### src/rtl/axi4_lite_master.sv
// AXI4-Lite initiator: one single-beat read or write in flight, result returned on a valid/ready response port.
// Optional response watchdog: define AXI4_LITE_MASTER_TIMEOUT_EN (limit set by TIMEOUT_CYCLES).

module axi4_lite_master #(
   parameter int ADDRESS_WIDTH  = 32,
   parameter int REG_DATA_WIDTH = 32,
   parameter int TIMEOUT_CYCLES = 256
) (
   input  logic                      axi4_lite_aclk,
   input  logic                      axi4_lite_areset,
   // local command / response port
   input  logic                      cmd_valid,
   output logic                      cmd_ready,
   input  logic                      cmd_write,
   input  logic [ADDRESS_WIDTH-1:0]  cmd_addr,
   input  logic [REG_DATA_WIDTH-1:0] cmd_wdata,
   output logic                      rsp_valid,
   input  logic                      rsp_ready,
   output logic                      rsp_write,
   output logic [REG_DATA_WIDTH-1:0] rsp_rdata,
   output logic [1:0]                rsp_resp,
   // write address / data / response channels
   output logic [ADDRESS_WIDTH-1:0]  axi4_lite_awaddr,
   output logic                      axi4_lite_awvalid,
   input  logic                      axi4_lite_awready,
   output logic [REG_DATA_WIDTH-1:0] axi4_lite_wdata,
   output logic                      axi4_lite_wvalid,
   input  logic                      axi4_lite_wready,
   input  logic [1:0]                axi4_lite_bresp,
   input  logic                      axi4_lite_bvalid,
   output logic                      axi4_lite_bready,
   // read address / data channels
   output logic [ADDRESS_WIDTH-1:0]  axi4_lite_araddr,
   output logic                      axi4_lite_arvalid,
   input  logic                      axi4_lite_arready,
   input  logic [REG_DATA_WIDTH-1:0] axi4_lite_rdata,
   input  logic [1:0]                axi4_lite_rresp,
   input  logic                      axi4_lite_rvalid,
   output logic                      axi4_lite_rready
);

   typedef enum logic [2:0] {
      IDLE    = 3'd0,
      WR_ADDR = 3'd1,
      WR_RESP = 3'd2,
      RD_ADDR = 3'd3,
      RD_RESP = 3'd4,
      RSP     = 3'd5
   } state_t;

   localparam logic [1:0] RESP_SLVERR = 2'b10;

   if (TIMEOUT_CYCLES < 2) begin : g_bad_timeout
      $error("TIMEOUT_CYCLES must be at least 2");
   end

   state_t                    state_q, state_d;
   logic                      awvalid_q, awvalid_d;
   logic                      wvalid_q, wvalid_d;
   logic                      bready_q, bready_d;
   logic                      arvalid_q, arvalid_d;
   logic                      rready_q, rready_d;
   logic [ADDRESS_WIDTH-1:0]  awaddr_q, awaddr_d;
   logic [ADDRESS_WIDTH-1:0]  araddr_q, araddr_d;
   logic [REG_DATA_WIDTH-1:0] wdata_q, wdata_d;
   logic                      rsp_valid_q, rsp_valid_d;
   logic                      rsp_write_q, rsp_write_d;
   logic [REG_DATA_WIDTH-1:0] rsp_rdata_q, rsp_rdata_d;
   logic [1:0]                rsp_resp_q, rsp_resp_d;

   logic aw_hs, w_hs, b_hs, ar_hs, r_hs;
   logic aw_done, w_done;
   logic wr_end, rd_end, progress, expired;

`ifdef AXI4_LITE_MASTER_TIMEOUT_EN
   localparam int               CNT_W     = $clog2(TIMEOUT_CYCLES);
   localparam logic [CNT_W-1:0] CNT_LIMIT = CNT_W'(TIMEOUT_CYCLES - 1);
   logic [CNT_W-1:0] cnt_q, cnt_d;
`endif

   assign cmd_ready = (state_q == IDLE);

   always_comb begin
      // NOTE: every signal written here gets a default first, otherwise the paths that skip it infer latches.
      state_d     = state_q;
      awvalid_d   = awvalid_q;
      wvalid_d    = wvalid_q;
      bready_d    = bready_q;
      arvalid_d   = arvalid_q;
      rready_d    = rready_q;
      awaddr_d    = awaddr_q;
      araddr_d    = araddr_q;
      wdata_d     = wdata_q;
      rsp_valid_d = rsp_valid_q;
      rsp_write_d = rsp_write_q;
      rsp_rdata_d = rsp_rdata_q;
      rsp_resp_d  = rsp_resp_q;
      wr_end      = 1'b0;
      rd_end      = 1'b0;
      progress    = 1'b0;

      aw_hs   = awvalid_q & axi4_lite_awready;
      w_hs    = wvalid_q  & axi4_lite_wready;
      b_hs    = bready_q  & axi4_lite_bvalid;
      ar_hs   = arvalid_q & axi4_lite_arready;
      r_hs    = rready_q  & axi4_lite_rvalid;
      aw_done = ~awvalid_q | axi4_lite_awready;
      w_done  = ~wvalid_q  | axi4_lite_wready;

      case (state_q)
         IDLE: begin
            if (cmd_valid) begin
               if (cmd_write) begin
                  awaddr_d  = cmd_addr;
                  wdata_d   = cmd_wdata;
                  awvalid_d = 1'b1;
                  wvalid_d  = 1'b1;
                  bready_d  = 1'b1;
                  state_d   = WR_ADDR;
               end else begin
                  araddr_d  = cmd_addr;
                  arvalid_d = 1'b1;
                  rready_d  = 1'b1;
                  state_d   = RD_ADDR;
               end
            end
         end
         WR_ADDR: begin
            progress = aw_hs | w_hs;
            if (aw_hs) awvalid_d = 1'b0;
            if (w_hs)  wvalid_d  = 1'b0;
            // a B beat only counts once both AW and W have been accepted
            if (aw_done && w_done) begin
               if (b_hs) begin
                  progress = 1'b1;
                  wr_end   = 1'b1;
               end else begin
                  state_d = WR_RESP;
               end
            end
         end
         WR_RESP: begin
            progress = b_hs;
            wr_end   = b_hs;
         end
         RD_ADDR: begin
            progress = ar_hs;
            if (ar_hs) begin
               arvalid_d = 1'b0;
               if (r_hs) rd_end = 1'b1;
               else      state_d = RD_RESP;
            end
         end
         RD_RESP: begin
            progress = r_hs;
            rd_end   = r_hs;
         end
         RSP: begin
            if (rsp_ready) begin
               rsp_valid_d = 1'b0;
               state_d     = IDLE;
            end
         end
         default: state_d = IDLE;
      endcase

`ifdef AXI4_LITE_MASTER_TIMEOUT_EN
      cnt_d   = cnt_q;
      expired = 1'b0;
      if (state_q == IDLE) begin
         cnt_d = '0;
      end else if (state_q != RSP) begin
         expired = (cnt_q == CNT_LIMIT);
         // saturate so a handshake at expiry does not wrap the watchdog
         if (!expired) cnt_d = cnt_q + 1'b1;
      end
`else
      expired = 1'b0;
`endif

      if (wr_end) begin
         bready_d    = 1'b0;
         rsp_valid_d = 1'b1;
         rsp_write_d = 1'b1;
         rsp_rdata_d = '0;
         rsp_resp_d  = axi4_lite_bresp;
         state_d     = RSP;
      end else if (rd_end) begin
         rready_d    = 1'b0;
         rsp_valid_d = 1'b1;
         rsp_write_d = 1'b0;
         rsp_rdata_d = axi4_lite_rdata;
         rsp_resp_d  = axi4_lite_rresp;
         state_d     = RSP;
      end else if (expired && !progress) begin
         awvalid_d   = 1'b0;
         wvalid_d    = 1'b0;
         bready_d    = 1'b0;
         arvalid_d   = 1'b0;
         rready_d    = 1'b0;
         rsp_valid_d = 1'b1;
         rsp_write_d = (state_q == WR_ADDR) || (state_q == WR_RESP);
         rsp_rdata_d = '0;
         rsp_resp_d  = RESP_SLVERR;
         state_d     = RSP;
      end
   end

   // NOTE: sequential state uses non-blocking assignments so every flop samples pre-edge values.
   always_ff @(posedge axi4_lite_aclk) begin
      if (axi4_lite_areset) begin
         state_q     <= IDLE;
         awvalid_q   <= 1'b0;
         wvalid_q    <= 1'b0;
         bready_q    <= 1'b0;
         arvalid_q   <= 1'b0;
         rready_q    <= 1'b0;
         awaddr_q    <= '0;
         araddr_q    <= '0;
         wdata_q     <= '0;
         rsp_valid_q <= 1'b0;
         rsp_write_q <= 1'b0;
         rsp_rdata_q <= '0;
         rsp_resp_q  <= '0;
`ifdef AXI4_LITE_MASTER_TIMEOUT_EN
         cnt_q       <= '0;
`endif
      end else begin
         state_q     <= state_d;
         awvalid_q   <= awvalid_d;
         wvalid_q    <= wvalid_d;
         bready_q    <= bready_d;
         arvalid_q   <= arvalid_d;
         rready_q    <= rready_d;
         awaddr_q    <= awaddr_d;
         araddr_q    <= araddr_d;
         wdata_q     <= wdata_d;
         rsp_valid_q <= rsp_valid_d;
         rsp_write_q <= rsp_write_d;
         rsp_rdata_q <= rsp_rdata_d;
         rsp_resp_q  <= rsp_resp_d;
`ifdef AXI4_LITE_MASTER_TIMEOUT_EN
         cnt_q       <= cnt_d;
`endif
      end
   end

   assign axi4_lite_awaddr  = awaddr_q;
   assign axi4_lite_awvalid = awvalid_q;
   assign axi4_lite_wdata   = wdata_q;
   assign axi4_lite_wvalid  = wvalid_q;
   assign axi4_lite_bready  = bready_q;
   assign axi4_lite_araddr  = araddr_q;
   assign axi4_lite_arvalid = arvalid_q;
   assign axi4_lite_rready  = rready_q;
   assign rsp_valid         = rsp_valid_q;
   assign rsp_write         = rsp_write_q;
   assign rsp_rdata         = rsp_rdata_q;
   assign rsp_resp          = rsp_resp_q;

endmodule

### config.mk
export PLATFORM = sky130hd
export DESIGN_NAME = axi4_lite_master
export DESIGN_NICKNAME = d
export VERILOG_FILES = /design/src/rtl/axi4_lite_master.sv
export SDC_FILE = /design/constraint.sdc
export NUM_CORES = 1
export LEC_CHECK = 0
export ABC_CLOCK_PERIOD_IN_PS = 2200
export CORE_AREA = 2 2 138 100
export DETAILED_ROUTE_END_ITERATION = 8
export DIE_AREA = 0 0 140 102
export PLACE_DENSITY = 0.75
export SKIP_CTS_REPAIR_TIMING = 1
export SLEW_MARGIN = 15
export SYNTH_ARGS = -nofsm -noshare
export SYNTH_HDL_FRONTEND = slang
export SYNTH_SLANG_ARGS = --single-unit
### constraint.sdc
create_clock -name axi4_lite_aclk -period 2.2 [get_ports axi4_lite_aclk]
set_input_delay 0.44 -clock axi4_lite_aclk [delete_from_list [all_inputs] [get_ports axi4_lite_aclk]]
set_output_delay 0.44 -clock axi4_lite_aclk [all_outputs]
set_load 0.02 [all_outputs]
==> results.sh <==
export IMPL_outcome="finished, violations left"
export IMPL_violations="DRC"
export IMPL_initial_core_util_pct=39.45
export IMPL_first_iter_violations=248
export IMPL_finalWeightedCongestion=0.7610
export IMPL_finClkSkew_ns=0.009203
export IMPL_synth_cells=633
export IMPL_cp_start_kind="register"
export IMPL_synth_area_um2=5096
export IMPL_power_density_nw_per_um2=815.3
export IMPL_place_hpwl_um=10570
export IMPL_numCtsBuffers=17
export IMPL_grt_max_degree=84
export IMPL_hp_start="axi4_lite_areset"
export IMPL_synth_cell_types=32
export IMPL_vias=4979
export IMPL_met2WireLength_um=7210
export IMPL_async_flop_share_pct=0
export IMPL_grt_pass1_vias=4578
export IMPL_port_buffers=247
export IMPL_wl_um=15360
export IMPL_tightest_slew_ns=0.4361
export IMPL_hold_end="axi4_lite_awvalid"
export IMPL_slew_headroom_pct=70.56
export IMPL_rsz0062_at_grt="false"
export IMPL_synth_top_area_share_pct=55.00
export IMPL_finalHoldViolations=0
export IMPL_utilization_pct=64.42
export IMPL_ys_seq_area_share_pct=55.00
export IMPL_cap_viol_max_count=0
export IMPL_firstDrtPassIters=9
export IMPL_pin_count=248
export IMPL_period_needed_ns=1.928
export IMPL_cp_end_kind="output pin"
export IMPL_viasPerCell=4.755
export IMPL_yosysWarningCount=0
export IMPL_grt_first_pass_wirelength_um=23380
export IMPL_drv_slew=0
export IMPL_cts_tree="yes"
export IMPL_ant_nets=0
export IMPL_dieArea_um2=14280
export IMPL_core_area_um2=12920
export IMPL_timing_reg2reg_setup_slack_ns=0.38
export IMPL_cpMaxStageDelayCell="clkdlybuf4s50_1"
export IMPL_hold_path_class="input pin to register"
export IMPL_crit_arrival_ns=1.49
export IMPL_grt_overflow=0
export IMPL_drive_gt1_share_pct=6.583
export IMPL_synth_flop_cell="dfxtp_1"
export IMPL_clock_latency_ns=0.41
export IMPL_cts_buffer_depth=2
export IMPL_synthTopCellsByCount="nand2_1, dfxtp_1, a21oi_1"
export IMPL_ys_ff_latch=140
export IMPL_std_cell_rows=35
export IMPL_worstPathMaxFanout=5
export IMPL_synth_avg_cell_area_um2=8.051
export IMPL_synth_largest_area_cell="dfxtp_1"
export IMPL_cts_clk_slew_worst_paths_ns=0.06
export IMPL_p_leak_nw=2.953
export IMPL_synth_area_top_cells="dfxtp_1, nand2_1, a21oi_1"
export IMPL_r2r_end="rsp_rdata[6]"
export IMPL_cpPeakStageDelay_ns=0.65
export IMPL_fmax_mhz=518.7
export IMPL_antenna_cells=0
export IMPL_hold_depth=2
export IMPL_cts_sinks=140
export IMPL_irDropWorstVdd_mv=0.5789
export IMPL_multi_input_area_um2=2009
export IMPL_die_h_um=102
export IMPL_antenna_found_initial=0
export IMPL_rr_worst_depth=6
export IMPL_design_area_um2=8322
export IMPL_cp_cell_sequence="clkdlybuf4s50_1"
export IMPL_wl_met3_um=1640
export IMPL_synth_edff_count=0
export IMPL_grtUsageTotal_pct=20.83
export IMPL_area_growth_pct=63.29
export IMPL_dpl_instance_area_um2=7725
export IMPL_wl_per_cell_um=14.67
export IMPL_fin_tns_setup_ns=0
export IMPL_nFillCells=1161
export IMPL_regArea_um2=2803
export IMPL_path_delay_family="buffers and inverters"
export IMPL_die_w_um=140
export IMPL_wl_met1_um=6427
export IMPL_post_route_drc_count=18
export IMPL_top_layer_used="met4"
export IMPL_crit_required_ns=1.76
export IMPL_htreeDepth=4
export IMPL_critical_path_class="register to output pin"
export IMPL_ctsRootBufferMaster="clkbuf_16"
export IMPL_nets=979
export IMPL_crit_buf_inv=1
export IMPL_period_share_pct=87.64
export IMPL_syn_nets=743
export IMPL_yosysMostFrequentCell="nand2_1"
export IMPL_r2r_start="state_q[0]"
export IMPL_setup_viol=0
registers in the layout, summed over array words and instances (netlist names):
name	count
rsp_write	1
rsp_rdata	32
rsp_valid	1
axi4_lite_wvalid	1
axi4_lite_arvalid	1
axi4_lite_araddr	32
axi4_lite_bready	1
axi4_lite_awvalid	1
axi4_lite_wdata	32
axi4_lite_awaddr	32
axi4_lite_rready	1
state_q	3
rsp_resp	2
per-stage QoR:
step                total power, W  std cells  hold WS, ns  worst slack (ns)
floorplan                 0.003361        633       0.5319            0.5068
global placement          0.003952       1016       0.4411            0.1140
CTS                       0.006864       1047       0.3777          -0.08359
detailed placement        0.003962       1016       0.4458           0.07704
finish                    0.006784       1047       0.3934            0.2720
global route              0.007060       1047       0.3903            0.2126
worst max path at each step:
stage,start,endpoint,slack [ns],cells after the start
after floorplan,axi4_lite_bready,rsp_resp[0],0.51,5
after global placement,axi4_lite_bvalid,rsp_rdata[10],0.11,7
after detailed placement,axi4_lite_bvalid,rsp_rdata[6],0.08,7
after CTS,state_q[1],cmd_ready,-0.08,2
after global routing,state_q[1],rsp_rdata[22],0.21,6
final,axi4_lite_rready,axi4_lite_rready,0.27,1
final cells by class:
type / instances / area share, %
inverter: 4 / 0.1804
tap: 166 / 2.496
sequential: 140 / 33.68
clock buffer: 18 / 5.157
timing repair buffer: 263 / 32.36
clock inverter: 13 / 1.985
multi-input combinational: 443 / 24.15
kinds of logic (layout without fill, tap and decap cells):
logic type,count (synthesis),in the layout,synth area share (%)
AO/OA/AOI/OAI,151,151,16.25
buffers and inverters,50,298,5.696
AND/OR/NAND/NOR,292,292,23.05
flip-flops,140,140,55.00
where the power goes:
part	total, W	switching (W)	leakage (nW)	internal, W
Clock	0.00288	0.00110	0.279	0.00178
Combinational	0.00113	0.000579	1.54	0.000556
Sequential	0.00277	0.0000924	1.14	0.00267
Total	0.00678	0.00177	2.95	0.00501
layer usage:
metal / vias up / GRT usage, %
li1: 2532 / -
met1: 2259 / 25.35
met2: 180 / 34.37
met3: 8 / 8.669
met4: 0 / 6.061
met5: - / 0
layout by cell type, fill, tap and decap left out, types with 2 or more instances in the layout:
master           count
a21oi_1            135
a22o_1               2
a31oi_1              2
and3_1               2
buf_12               8
buf_4                9
bufinv_16            3
clkbuf_16           17
clkdlybuf4s50_1    245
clkinv_2             2
clkinvlp_4           4
dfxtp_1            140
inv_1                4
inv_6                3
nand2_1            261
nand3b_1             2
nor2_1              13
nor3_1               4
o21a_1               2
o21ai_0              3
No activity file was read; power rests on OpenSTA's default activity.
